<file path="src/rtl/ps2_host_tx.sv">
// Host-to-device PS/2 transmitter: inhibits the bus, issues a request-to-send and
// shifts one command byte out on device-generated clock edges, then checks the ack.
module ps2_host_tx #(
  parameter int INHIBIT_CYCLES = 7094,
  parameter int TIMEOUT_CYCLES = 1064070,
  parameter int CNT_W          = 21
) (
  input  logic       clk_i,
  input  logic       res_n_i,
  input  logic [7:0] tx_data_i,
  input  logic       tx_valid_i,
  output logic       tx_ready_o,
  output logic       busy_o,
  output logic       tx_done_o,
  output logic       tx_error_o,
  input  logic       ps2_clk_i,
  input  logic       ps2_dat_i,
  output logic       ps2_clk_oe_o,
  output logic       ps2_dat_oe_o
);

  typedef enum logic [2:0] {
    S_IDLE,
    S_INHIBIT,
    S_REQ,
    S_SHIFT,
    S_ACK,
    S_WAIT_IDLE
  } state_t;

  localparam logic [CNT_W-1:0] INHIBIT_LAST   = CNT_W'(INHIBIT_CYCLES - 1);
  localparam logic [CNT_W-1:0] TIMEOUT_LAST   = CNT_W'(TIMEOUT_CYCLES - 1);
  localparam logic [CNT_W-1:0] CNT_ONE        = CNT_W'(1);
  localparam logic [3:0]       LAST_DATA_EDGE = 4'd9;
  localparam logic [3:0]       STOP_EDGE_CNT  = 4'd10;

  state_t           state_q, state_d;
  logic [CNT_W-1:0] cnt_q, cnt_d, cnt_inc;
  logic [3:0]       bit_cnt_q, bit_cnt_d;
  logic [8:0]       shift_q, shift_d;
  logic             clk_oe_q, clk_oe_d;
  logic             dat_oe_q, dat_oe_d;

  logic [1:0]       clk_sync_q, dat_sync_q;
  logic             sync_clk_prev_q;
  logic             sync_clk, sync_dat, fall_edge, timeout_hit;

  // Both bus lines idle high, so the synchronisers reset to 1 to avoid a phantom edge.
  always_ff @(posedge clk_i or negedge res_n_i) begin
    if (!res_n_i) begin
      clk_sync_q      <= 2'b11;
      dat_sync_q      <= 2'b11;
      sync_clk_prev_q <= 1'b1;
    end else begin
      clk_sync_q      <= {clk_sync_q[0], ps2_clk_i};
      dat_sync_q      <= {dat_sync_q[0], ps2_dat_i};
      sync_clk_prev_q <= clk_sync_q[1];
    end
  end

  assign sync_clk    = clk_sync_q[1];
  assign sync_dat    = dat_sync_q[1];
  assign fall_edge   = sync_clk_prev_q & ~sync_clk;
  assign timeout_hit = (cnt_q == TIMEOUT_LAST);
  assign cnt_inc     = (cnt_q == {CNT_W{1'b1}}) ? cnt_q : cnt_q + CNT_ONE;

  // NOTE: every always_comb output gets a default first so no path can infer a latch.
  always_comb begin
    state_d    = state_q;
    cnt_d      = cnt_q;
    bit_cnt_d  = bit_cnt_q;
    shift_d    = shift_q;
    clk_oe_d   = clk_oe_q;
    dat_oe_d   = dat_oe_q;
    tx_done_o  = 1'b0;
    tx_error_o = 1'b0;

    unique case (state_q)
      S_IDLE: begin
        clk_oe_d = 1'b0;
        dat_oe_d = 1'b0;
        if (tx_valid_i) begin
          shift_d  = {~^tx_data_i, tx_data_i};
          cnt_d    = '0;
          clk_oe_d = 1'b1;
          state_d  = S_INHIBIT;
        end
      end
      S_INHIBIT: begin
        if (cnt_q >= INHIBIT_LAST) begin
          dat_oe_d = 1'b1;
          state_d  = S_REQ;
        end else begin
          cnt_d = cnt_inc;
        end
      end
      S_REQ: begin
        clk_oe_d  = 1'b0;
        bit_cnt_d = '0;
        cnt_d     = '0;
        state_d   = S_SHIFT;
      end
      S_SHIFT: begin
        cnt_d = cnt_inc;
        if (fall_edge) begin
          if (bit_cnt_q < LAST_DATA_EDGE) begin
            dat_oe_d  = ~shift_q[0];
            shift_d   = {1'b0, shift_q[8:1]};
            bit_cnt_d = bit_cnt_q + 4'd1;
          end else begin
            dat_oe_d  = 1'b0;
            bit_cnt_d = STOP_EDGE_CNT;
            state_d   = S_ACK;
          end
        end
      end
      S_ACK: begin
        cnt_d = cnt_inc;
        if (fall_edge) begin
          if (!sync_dat) begin
            state_d = S_WAIT_IDLE;
          end else begin
            tx_error_o = 1'b1;
            state_d    = S_IDLE;
          end
        end
      end
      S_WAIT_IDLE: begin
        cnt_d = cnt_inc;
        if (sync_clk && sync_dat) begin
          tx_done_o = 1'b1;
          state_d   = S_IDLE;
        end
      end
      default: state_d = S_IDLE;
    endcase

    // Timeout overrides anything the device clocked in during the same cycle.
    if (timeout_hit && (state_q inside {S_SHIFT, S_ACK, S_WAIT_IDLE})) begin
      clk_oe_d   = 1'b0;
      dat_oe_d   = 1'b0;
      tx_done_o  = 1'b0;
      tx_error_o = 1'b1;
      state_d    = S_IDLE;
    end
  end

  // NOTE: sequential state uses non-blocking assignments so all flops update together.
  always_ff @(posedge clk_i or negedge res_n_i) begin
    if (!res_n_i) begin
      state_q   <= S_IDLE;
      cnt_q     <= '0;
      bit_cnt_q <= '0;
      shift_q   <= '0;
      clk_oe_q  <= 1'b0;
      dat_oe_q  <= 1'b0;
    end else begin
      state_q   <= state_d;
      cnt_q     <= cnt_d;
      bit_cnt_q <= bit_cnt_d;
      shift_q   <= shift_d;
      clk_oe_q  <= clk_oe_d;
      dat_oe_q  <= dat_oe_d;
    end
  end

  assign tx_ready_o   = (state_q == S_IDLE);
  assign busy_o       = (state_q != S_IDLE);
  assign ps2_clk_oe_o = clk_oe_q;
  assign ps2_dat_oe_o = dat_oe_q;

endmodule

</file>
<file path="config.mk">
export PLATFORM = sky130hd
export DESIGN_NAME = ps2_host_tx
export DESIGN_NICKNAME = d
export VERILOG_FILES = /design/src/rtl/ps2_host_tx.sv
export SDC_FILE = /design/constraint.sdc
export NUM_CORES = 1
export LEC_CHECK = 0
export ABC_CLOCK_PERIOD_IN_PS = 3200
export BUFFER_PORTS_ARGS = -buffer_cell sky130_fd_sc_hd__buf_2
export CORE_ASPECT_RATIO = 1.1
export CORE_UTILIZATION = 45
export DETAILED_ROUTE_END_ITERATION = 8
export PLACE_DENSITY = 0.64
export SLEW_MARGIN = 20
export SYNTH_ARGS = -nofsm -noshare
export SYNTH_HDL_FRONTEND = slang
export SYNTH_SLANG_ARGS = --single-unit
</file>
<file path="constraint.sdc">
create_clock -name clk_i -period 3.2 [get_ports clk_i]
set_clock_uncertainty 0.1 [all_clocks]
set_input_delay 0.64 -clock clk_i [delete_from_list [all_inputs] [get_ports clk_i]]
set_output_delay 0.64 -clock clk_i [all_outputs]
set_load 0.1 [all_outputs]
</file>
[Word level (Yosys, flattened, before mapping)]
Index checks and enable logic that the tools add are counted.
Storage, ports and cells
  bits in registers: 44
  input port bits: 13
  output and inout bits: 6
  logic and storage cells: 85
Cells by class
  add/sub/neg operators: 2
  $lt $le $gt $ge: 2
  equality and inequality tests: 17
  mux-type cells: 35
  bitwise logic cells: 3
  reduce and logical (&&, ||, !) cells: 17
Operator list (count)
  $pmux 21 s4: 1
  $mux 21: 3
  $eq 21x21->1 const B: 2
  $mux 9: 3
  $mux 3: 8
  $add 21x1->21 const B: 1
  $ge 21x13->1 const B: 1
  $pmux 3 s6: 1
  $pmux 9 s2: 1
  $ne 3x2->1 const B: 5
  $mux 1: 13
  $reduce_bool 3->1: 3
  $mux 4: 2
  $ne 2x2->1 const B: 4
  $pmux 4 s2: 1
  $reduce_bool 4->1: 2
  $reduce_xnor 8->1: 1
  $eq 3x2->1 const B: 2
  $eq 3x3->1 const B: 2
  $reduce_and 3->1: 2
  $reduce_and 6->1: 1
  $add 4x1->4 const B: 1
  $lt 4x4->1 const B: 1
  $reduce_and 4->1: 1
  other kinds (11): 14

[Depth between registers and ports, before layout]
Gate-level depths: netlist of the first run.
  word-level depth: 5
  depth in mapped cells: 9
  depth with buffers taken out: 7

[Least setup slack after synthesis of the first run]
No wires, ideal clock.
  kind: reg-to-output
  start: register cnt_q[10]
  end: output tx_done_o
  arrival time: 2.330 ns
  data required time: 2.460 ns
  setup slack: 0.130 ns
  stages on the path, launching flop included: 7
  path buffers: 2
  path through: dfrtp_1 -> buf_2 -> and4_1 -> buf_2 -> nand4_1 -> a2111oi_4 -> nor2_1
Between the ends
  cells in the longest elaborated chain, start to end: 3
Ends and longest elaborated chain
  from (decl): line 38  | logic [CNT_W-1:0] cnt_q, cnt_d, cnt_inc;
  from (signal assigned): line 159  | cnt_q <= cnt_d;
  $eq 21x21->1: line 64  | assign timeout_hit = (cnt_q == TIMEOUT_LAST);
  $logic_and 1x1->1: line 139  | if (timeout_hit && (state_q inside {S_SHIFT, S_ACK, S_WAIT_IDLE})) begin
  $mux 1: line 139
  to (decl): line 14  | output logic tx_done_o,
Every way passes these cells.

[Final worst setup path of the first run]
Same ends and word-level chain as after synthesis.

==> results of run 1 <==
==> how the worst min path moves through the flow <==
stage	slack, ns	start	endpoint	cells after the start
after global placement	0.25	clk_sync_q[0]	clk_sync_q[1]	0
after global routing	0.25	dat_sync_q[0]	dat_sync_q[1]	0
after floorplan	0.24	res_n_i	bit_cnt_q[0]	0
after detailed placement	0.25	dat_sync_q[0]	dat_sync_q[1]	0
after CTS	0.26	dat_sync_q[0]	dat_sync_q[1]	0
final	0.23	res_n_i	bit_cnt_q[1]	1
==> cell usage after synthesis (2+ instances only) <==
library cell	instances
and3_1	3
buf_6	3
a31oi_1	6
o41ai_1	3
or3_1	2
a211oi_1	2
o31ai_2	9
o31ai_1	25
clkbuf_1	14
a21oi_1	23
inv_1	11
o21ai_0	10
mux2i_1	7
nor3_1	5
o211ai_1	5
nand2_1	16
dfrtp_1	39
nand3b_1	2
buf_1	2
and4_1	4
buf_2	4
nand4_1	5
a21o_1	2
nor2_1	29
xnor2_1	7
nor2b_1	8
nand2b_1	4
nor4_1	5
dfstp_2	5
nand3_1	16
nor4_2	2
ha_1	4
==> state kept, by name, summed over array words and instances (netlist names) <==
signal and cells:
ps2_clk_oe_o 1, state_q 3, clk_sync_q 2, cnt_q 21
ps2_dat_oe_o 1, sync_clk_prev_q 1, bit_cnt_q 4, shift_q 9
dat_sync_q 2
==> layout make-up <==
type	instances	area, um2	area share
Tap cell	77	96.3	0.0321
Clock inverter	2	35.0	0.0117
Clock buffer	6	72.6	0.0242
Timing Repair Buffer	29	190	0.0634
Sequential cell	44	1110	0.369
Inverter	11	41.3	0.0138
Multi-Input combinational cell	220	1460	0.485
==> kinds of logic (layout without fill, tap and decap cells) <==
logic type               Yosys count  in the layout  share of synthesized area
AND/OR/NAND/NOR                  105            105                      0.203
AO/OA/AOI/OAI                     96             96                      0.260
flip-flops                        44             44                      0.408
buffers and inverters             34             48                     0.0572
multiplexers                       8              8                     0.0300
XOR/XNOR                           7              7                     0.0226
adder cells (fa/ha/maj)            4              4                     0.0185
==> cell usage in the layout, fill, tap and decap left out, types with 6 or more instances in the layout <==
cell,instances
a31oi_1,6
nor2_1,29
nor2b_1,8
o21ai_0,9
nand3_1,16
o31ai_1,24
xnor2_1,7
nand2_1,16
mux2i_1,7
buf_2,16
inv_1,11
o31ai_2,10
dfrtp_1,39
buf_4,12
a21oi_1,23
==> per-layer routing <==
| layer | global-route usage | vias up | share of wire |
|---|---|---|---|
| met3 | 0.0297 | 6 | 0.035 |
| met2 | 0.315 | 52 | 0.46 |
| li1 | - | 1148 | - |
| met5 | 0 | - | 0 |
| met4 | 0.0892 | 0 | 0.0085 |
| met1 | 0.272 | 1074 | 0.50 |
==> critical path, stage by stage (launching register included) <==
cell and delay, ns:
dfrtp_1 0.49, and4_1 0.39, nand4_1 0.18, a2111oi_4 0.29, buf_4 0.21, nor2_1 0.06
buf_2 0.29
==> power groups by stage <==
stage	sequential [uW]	clock, uW	combinational (uW)
after floorplan	790	0	526
after global placement	721	0	731
after detailed placement	722	0	740
after CTS	711	439	743
after global routing	724	459	820
final	710	423	739
==> metrics by stage <==
step                      setup WS, ns  cells
after floorplan                  0.130    298
after global placement           0.600    381
after detailed placement         0.575    381
after CTS                        0.242    389
after global routing            0.0708    389
final                            0.245    389
==> results.py, run 1 <==
metrics = {
    "outcome": {
        "status": "completed",
    },
    "clock_network": {
        "postCtsHoldBufs": 0,
        "cts_buffers": 5,
        "h-tree-depth": 2,
        "clockBufferDepth": 2,
        "clk_pin_slew_ns": 0.09,
        "cts_tree": "built",
        "post_cts_buffers": 0,
        "insertion_delay_ns": 0.30,
        "clock-sinks": 44,
        "cts_resized": 0,
        "root_buffer": "clkbuf_8",
    },
    "setup_path": {
        "worst_ep_required_time_ns": 2.46,
        "rr_worst_depth": 7,
        "startpoint_type": "flip-flop",
        "crit_arrival_ns": 2.22,
        "crit_path_end_kind": "output port",
        "r2r_end": "cnt_q[16]",
        "r2r_slack_ns": 0.75,
        "cp_max_fo": 10,
        "cp-startpoint": "cnt_q[10]",
        "cp-endpoint": "tx_done_o",
        "critical_path_class": "reg2out",
        "crit-reg2reg-launch": "cnt_q[0]",
    },
    "die": {
        "coreArea_um2": 5810,
        "io_pins": 19,
        "die_area_um2": 6340,
        "fp.dieW_um": 76.0,
        "die_y_um": 83.4,
        "initial_core_util": 0.467,
        "rows": 29,
    },
    "route": {
        "initialDrtViolationCount": 101,
        "ant_nets": 0,
        "drt-pass1-iter-count": 4,
        "drc": 0,
        "wl_per_cell_um": 15.0,
        "vias": 2280,
        "totalWireLength_um": 5850,
        "avgViaCountPerCell": 5.86,
    },
    "synthesis": {
        "synth_flop_cell": "dfrtp_1",
        "synth_cells": 298,
        "netlist_top_cells_area": "dfrtp_1, o31ai_1, dfstp_2",
        "synth_edf_count": 0,
        "async_reset_ff_frac": 1.00,
        "yosysUniqueCellTypes": 48,
        "yosys.area.top_type": "dfrtp_1",
        "mappedNetlistArea_um2": 2710,
        "ys_seq_area_frac": 0.408,
        "synthesis.nets": 315,
        "avgSynthCellArea_um2": 9.10,
        "synth_top_area_frac": 0.360,
        "synth_warnings": 0,
        "yosys_register_bits": 44,
    },
    "place": {
        "hpwl_um": 3860,
        "portBuffers": 18,
        "place_area_um2": 2890,
        "gp_congestion": 0.853,
    },
    "run": {
        "maxCapViolations": 0,
    },
    "global_routing": {
        "grt_pass1_vias": 2181,
        "grt_overflow": 0,
        "grt_pass1_wl_um": 10300,
        "antenna_found_initial": 0,
        "grt_usage": 0.200,
        "grt_max_degree": 45,
    },
    "cells_and_area": {
        "area_growth_pct": 10.5,
        "final_nets": 328,
        "layout-drive-gt1-share": 0.176,
        "fin_util": 0.516,
        "final_area_um2": 3000,
        "num-fill-cells": 560,
        "n_antenna_cell": 0,
    },
    "sta": {
        "layout_min_cycle_time_ns": 2.96,
        "hold_viol_final": 0,
        "fmax_mhz": 338,
        "slew_headroom": 0.629,
        "setup_violations": 0,
        "finalSetupTns_ns": 0,
        "rsz0062_at_grt": "no",
        "slew_violations": 0,
        "tightest_slew_ns": 0.556,
        "whs_ns": 0.227,
        "fin_crit_sh": 0.924,
    },
    "pwr": {
        "total_power_uw": 1870,
        "pwr-share-clk": 0.226,
        "seq_power_share": 0.379,
        "peakVddDrop_mv": 0.507,
        "swShare": 0.418,
        "power_density_nw_per_um2": 624,
        "p_int_uw": 1090,
        "combinationalPowerShare": 0.395,
        "power.net_switching_uw": 782,
        "p_leak_uw": 0.00130,
    },
    "worst_hold_path": {
        "hold_class": "in2async",
    },
}
No activity file was read; power rests on OpenSTA's default activity.
==> inputs of run 2 (changes only) <==
==> constraint.sdc (replaced) <==
create_clock -name clk_i -period 3.2 [get_ports clk_i]
set_clock_uncertainty 0.1 [all_clocks]
set_input_delay 0.16 -clock clk_i [delete_from_list [all_inputs] [get_ports clk_i]]
set_output_delay 0.16 -clock clk_i [all_outputs]
set_load 0.1 [all_outputs]
==> run 2 against run 1 <==
Via count rose by 0.57%. Fmax rose by 8.3%. Critical path depth did not move. Register-to-register slack got worse by 0.09 ns. Sequential share of layout area rose by 0.19 points. Flip-flop and latch count did not move. Non-clock buffer count rose by 1. Power fell by 3.9%. Hold slack got worse by 0.17 ns. Wire length rose by 1.2%. First-iteration DRC count fell by 22%. Critical path type unchanged. Largest power group is now registers.
==> results.py, run 2 (synthesis gave the netlist of run 1 again) <==
metrics = {
    "global_routing": {
        "antenna_found_initial": 0,
        "grt_overflow": 0,
        "grt_max_degree": 45,
        "grt_usage": 0.205,
        "grt_pass1_vias": 2145,
        "grt_pass1_wl_um": 10600,
    },
    "setup_path": {
        "crit_arrival_ns": 2.47,
        "cp_max_fo": 10,
        "worst_ep_required_time_ns": 2.94,
        "crit_path_end_kind": "output port",
        "startpoint_type": "flip-flop",
        "rr_worst_depth": 7,
        "critical_path_class": "reg2out",
    },
    "route": {
        "avgViaCountPerCell": 5.88,
        "drt-pass1-iter-count": 4,
        "wl_per_cell_um": 15.2,
        "initialDrtViolationCount": 79,
        "totalWireLength_um": 5930,
        "vias": 2293,
        "drc": 0,
        "ant_nets": 0,
    },
    "die": {
        "fp.dieW_um": 76.0,
        "die_y_um": 83.4,
        "io_pins": 19,
        "die_area_um2": 6340,
        "coreArea_um2": 5810,
        "initial_core_util": 0.467,
        "rows": 29,
    },
    "outcome": {
        "status": "completed",
    },
    "pwr": {
        "peakVddDrop_mv": 0.501,
        "total_power_uw": 1800,
        "p_leak_uw": 0.00130,
        "power_density_nw_per_um2": 603,
    },
    "clock_network": {
        "cts_resized": 0,
        "cts_tree": "built",
        "root_buffer": "clkbuf_8",
        "clockBufferDepth": 2,
        "h-tree-depth": 2,
        "clk_pin_slew_ns": 0.08,
        "clock-sinks": 44,
        "insertion_delay_ns": 0.29,
        "cts_buffers": 5,
    },
    "sta": {
        "setup_violations": 0,
        "slew_headroom": 0.632,
        "slew_violations": 0,
        "fmax_mhz": 367,
        "tightest_slew_ns": 0.553,
        "fin_crit_sh": 0.852,
        "finalSetupTns_ns": 0,
        "rsz0062_at_grt": "no",
        "layout_min_cycle_time_ns": 2.73,
        "hold_viol_final": 0,
    },
    "cells_and_area": {
        "final_common_cell": "dfrtp_1",
        "regMostFlops": "cnt_q",
        "final_nets": 329,
        "final_area_um2": 2980,
        "n_antenna_cell": 0,
        "top_regs": "cnt_q: 21 flops, shift_q: 9 flops, bit_cnt_q: 4 flops",
        "layout-drive-gt1-share": 0.173,
        "final_cell_mix": "dfrtp_1, nor2_1, o31ai_1, a21oi_1, buf_2",
        "largest_register_ffs": 21,
        "area_growth_pct": 9.96,
    },
    "place": {
        "place_area_um2": 2860,
        "portBuffers": 18,
        "gp_congestion": 0.789,
        "hpwl_um": 3910,
    },
    "worst_hold_path": {
        "hold_class": "in2reg",
        "hold_depth": 3,
    },
    "run": {
        "maxCapViolations": 0,
    },
}
[run 2: cell count changes in the layout (fill, tap and decap cells not counted)]
cell,before,now
dlygate4sd3_1,0,3
buf_4,12,10
buf_12,1,0
buf_2,16,17
bufinv_16,1,0
clkbuf_1,1,0
clkbuf_8,5,6
clkinv_2,1,2
[run 2: layer usage]
layer,vias to the layer above,share of wire,wire length (um),global-route usage
met4,0,0.017,103,0.0647
met1,1092,0.50,2950,0.299
met3,10,0.035,209,0.0297
met5,-,0,0,0
met2,53,0.45,2670,0.314
li1,1138,-,-,-
[run 2: worst paths after layout]
check / start / endpoint / slack [ns]
min in group asynchronous: res_n_i / bit_cnt_q[2] / 0.30
worst min register to register: dat_sync_q[0] / dat_sync_q[1] / 0.25
worst max-delay path: cnt_q[10] / tx_error_o / 0.47
worst max register to register: cnt_q[0] / cnt_q[9] / 0.66
max in group asynchronous: res_n_i / clk_sync_q[0] / 2.32
worst min-delay path: tx_valid_i / ps2_clk_oe_o / 0.06
[run 2: area by class of cell]
| type | count | area, um2 |
|---|---|---|
| Timing Repair Buffer | 30 | 190 |
| Clock inverter | 2 | 10.0 |
| Fill cell | 557 | 2820 |
| Multi-Input combinational cell | 220 | 1460 |
| Tap cell | 77 | 96.3 |
| Inverter | 11 | 41.3 |
| Clock buffer | 6 | 82.6 |
| Sequential cell | 44 | 1110 |
[run 2: worst max-delay path, cell delays in order, from the launching register on]
cell	delay, ns
dfrtp_1	0.52
and4_1	0.39
nand4_1	0.21
a2111oi_4	0.30
buf_4	0.21
a41o_1	0.12
buf_2	0.43
[run 2: power by group]
part | switching, uW | leakage, uW | total (uW) | internal (uW)
combinational | 496 | 0.000681 | 700 | 203
clock | 186 | 0.0000510 | 359 | 172
sequential | 91.7 | 0.000564 | 740 | 648
[run 2: metrics by stage]
stage	std cells	util	worst slack (ns)	hold WS, ns
floorplan	298	-	0.610	-0.236
global placement	379	0.492	0.705	0.164
detailed placement	379	0.492	0.644	0.168
CTS	390	0.513	0.460	0.0494
global route	390	0.514	0.276	0.0527
finish	390	0.514	0.472	0.0563
[run 2: repair_timing]
item	in CTS	in global routing
hold buffers	3	0
hold endpoints to repair	41	0
buffers inserted	0	0
==> inputs of run 3 (changes only) <==
- CELL_PAD_IN_SITES_DETAIL_PLACEMENT: unset -> 2
- CELL_PAD_IN_SITES_GLOBAL_PLACEMENT: unset -> 2
- CORE_UTILIZATION: 45 -> 35
- PLACE_DENSITY: 0.64 -> 0.76
==> run 3 against run 2 <==
Core utilization is 11 points lower. Flip-flop and latch count stayed put. First-iteration DRC count is 11% lower. Power is 6.5% higher. Die area is 28% higher. Final cell count is 7.4% higher. Setup slack worse by 0.036 ns. Sequential power is 1% higher. Clock power is 20% higher. Count of clock-buffer cells in the layout stayed put. Combinational power is 5.0% higher. Largest power group unchanged. Highest routed layer unchanged.
==> results.py, run 3 (synthesis gave the netlist of run 1 again) <==
metrics = {
    "outcome": {
        "status": "completed",
    },
    "route": {
        "totalWireLength_um": 7480,
        "initialDrtViolationCount": 70,
        "vias": 2371,
        "drt-pass1-iter-count": 4,
        "ant_nets": 0,
        "wl_per_cell_um": 17.8,
        "avgViaCountPerCell": 5.66,
        "drc": 0,
    },
    "clock_network": {
        "insertion_delay_ns": 0.30,
        "post_cts_buffers": 0,
        "cts_buffers": 5,
        "h-tree-depth": 2,
        "cts_tree": "built",
        "root_buffer": "clkbuf_8",
        "clock-sinks": 44,
        "clockBufferDepth": 2,
        "clk_pin_slew_ns": 0.08,
    },
    "global_routing": {
        "grt_pass1_vias": 2561,
        "grt_pass1_wl_um": 12900,
        "antenna_found_initial": 0,
        "grt_usage": 0.202,
        "grt_overflow": 0,
        "grt_max_degree": 45,
    },
    "pwr": {
        "pwr-share-clk": 0.225,
        "peakVddDrop_mv": 0.240,
        "p_int_uw": 1090,
        "p_leak_uw": 0.00130,
        "combinationalPowerShare": 0.384,
        "swShare": 0.430,
        "power.net_switching_uw": 823,
        "power_density_nw_per_um2": 630,
        "seq_power_share": 0.391,
    },
    "setup_path": {
        "critical_path_class": "reg2out",
        "crit_path_top_delay_cell": "dfrtp_1",
        "worst_ep_required_time_ns": 2.94,
        "crit_arrival_ns": 2.50,
        "cp_num_buf_inv": 2,
        "crit_path_end_kind": "output port",
        "critical_path.max_stage_delay_ns": 0.53,
        "worstPathCellList": "and4_1 -> nand4_1 -> a2111oi_4 -> buf_4 -> a41o_1 -> buf_2",
        "cp_max_fo": 10,
        "startpoint_type": "flip-flop",
        "crit_family": "simple AND/OR/NAND/NOR gates",
    },
    "place": {
        "hpwl_um": 5160,
        "place_area_um2": 2900,
        "dp.cells": 408,
        "dpl_worst_slack_ns": 0.744,
        "portBuffers": 18,
        "gp_congestion": 0.800,
    },
    "die": {
        "fp.dieW_um": 85.9,
        "io_pins": 19,
        "die_y_um": 94.3,
        "coreArea_um2": 7470,
        "initial_core_util": 0.363,
        "rows": 33,
        "die_area_um2": 8110,
    },
    "worst_hold_path": {
        "hold_class": "in2reg",
    },
    "sta": {
        "tightest_slew_ns": 0.600,
        "whs_ns": 0.0577,
        "rsz0062_at_grt": "no",
        "setup_violations": 0,
        "layout_min_cycle_time_ns": 2.76,
        "finalSetupTns_ns": 0,
        "fin_crit_sh": 0.864,
        "fmax_mhz": 362,
        "hold_viol_final": 0,
        "slew_headroom": 0.600,
        "slew_violations": 0,
        "setup_slack_ns": 0.436,
    },
    "cells_and_area": {
        "regMostFlops": "cnt_q",
        "layout-drive-gt1-share": 0.172,
        "fin_cells": 419,
        "top_regs": "cnt_q: 21 flops, shift_q: 9 flops, bit_cnt_q: 4 flops",
        "final_cell_mix": "dfrtp_1, nor2_1, o31ai_1, a21oi_1, buf_2",
        "final_area_um2": 3040,
        "final_common_cell": "dfrtp_1",
        "final_nets": 330,
        "largest_register_ffs": 21,
        "area_growth_pct": 12.1,
        "n_antenna_cell": 0,
    },
    "run": {
        "maxCapViolations": 0,
    },
}
## run 3: final timing paths
check / start / end / slack [ns] / depth (start not counted)
setup / recovery: cnt_q[10] / tx_error_o / 0.44 / 6
hold / removal: tx_valid_i / ps2_clk_oe_o / 0.06 / 3
setup reg to reg: cnt_q[1] / cnt_q[9] / 0.70 / 8
hold reg to reg: dat_sync_q[0] / dat_sync_q[1] / 0.26 / 0
max in group asynchronous: res_n_i / cnt_q[15] / 2.30 / 2
min in group asynchronous: res_n_i / shift_q[1] / 0.32 / 2
## run 3: cell type report
cell class	count	area, um2
Clock buffer	6	72.6
Clock inverter	2	35.0
Fill cell	835	4430
Inverter	11	41.3
Multi-Input combinational cell	220	1460
Sequential cell	44	1110
Tap cell	105	131
Timing Repair Buffer	31	198
## run 3: worst reg2reg max path, stage by stage (launching register included)
cell,delay [ns]
dfrtp_1,0.46
inv_1,0.09
ha_1,0.20
nor4_1,0.20
nor4_1,0.12
o31a_1,0.30
or3_1,0.41
buf_4,0.20
o41ai_1,0.31
## run 3: power by group through the flow
stage / clock [uW] / sequential, uW / combinational (uW)
2_1_floorplan: 0 / 790 / 526
3_3_place_gp: 0 / 753 / 716
3_5_place_dp: 0 / 761 / 740
4_1_cts: 444 / 749 / 745
5_1_grt: 459 / 763 / 812
6_report: 431 / 750 / 735
## run 3: per-layer routing
metal	up-vias	global-route usage	routed length, um
met5	-	0	0
met4	0	0.0486	71
met3	6	0.0288	124
met2	20	0.356	3720
met1	1208	0.259	3560
li1	1137	-	-
## run 3: timing repair
| item | in CTS | in global routing |
|---|---|---|
| hold buffers | 3 | 0 |
| endpoints found under the hold margin | 41 | 0 |
| gates resized for setup | 0 | 0 |
## run 3: metrics by stage
stage | util | power [uW]
after floorplan | - | 1320
after global placement | 0.388 | 1470
after detailed placement | 0.388 | 1500
after CTS | 0.406 | 1940
after global routing | 0.407 | 2040
final | 0.407 | 1920
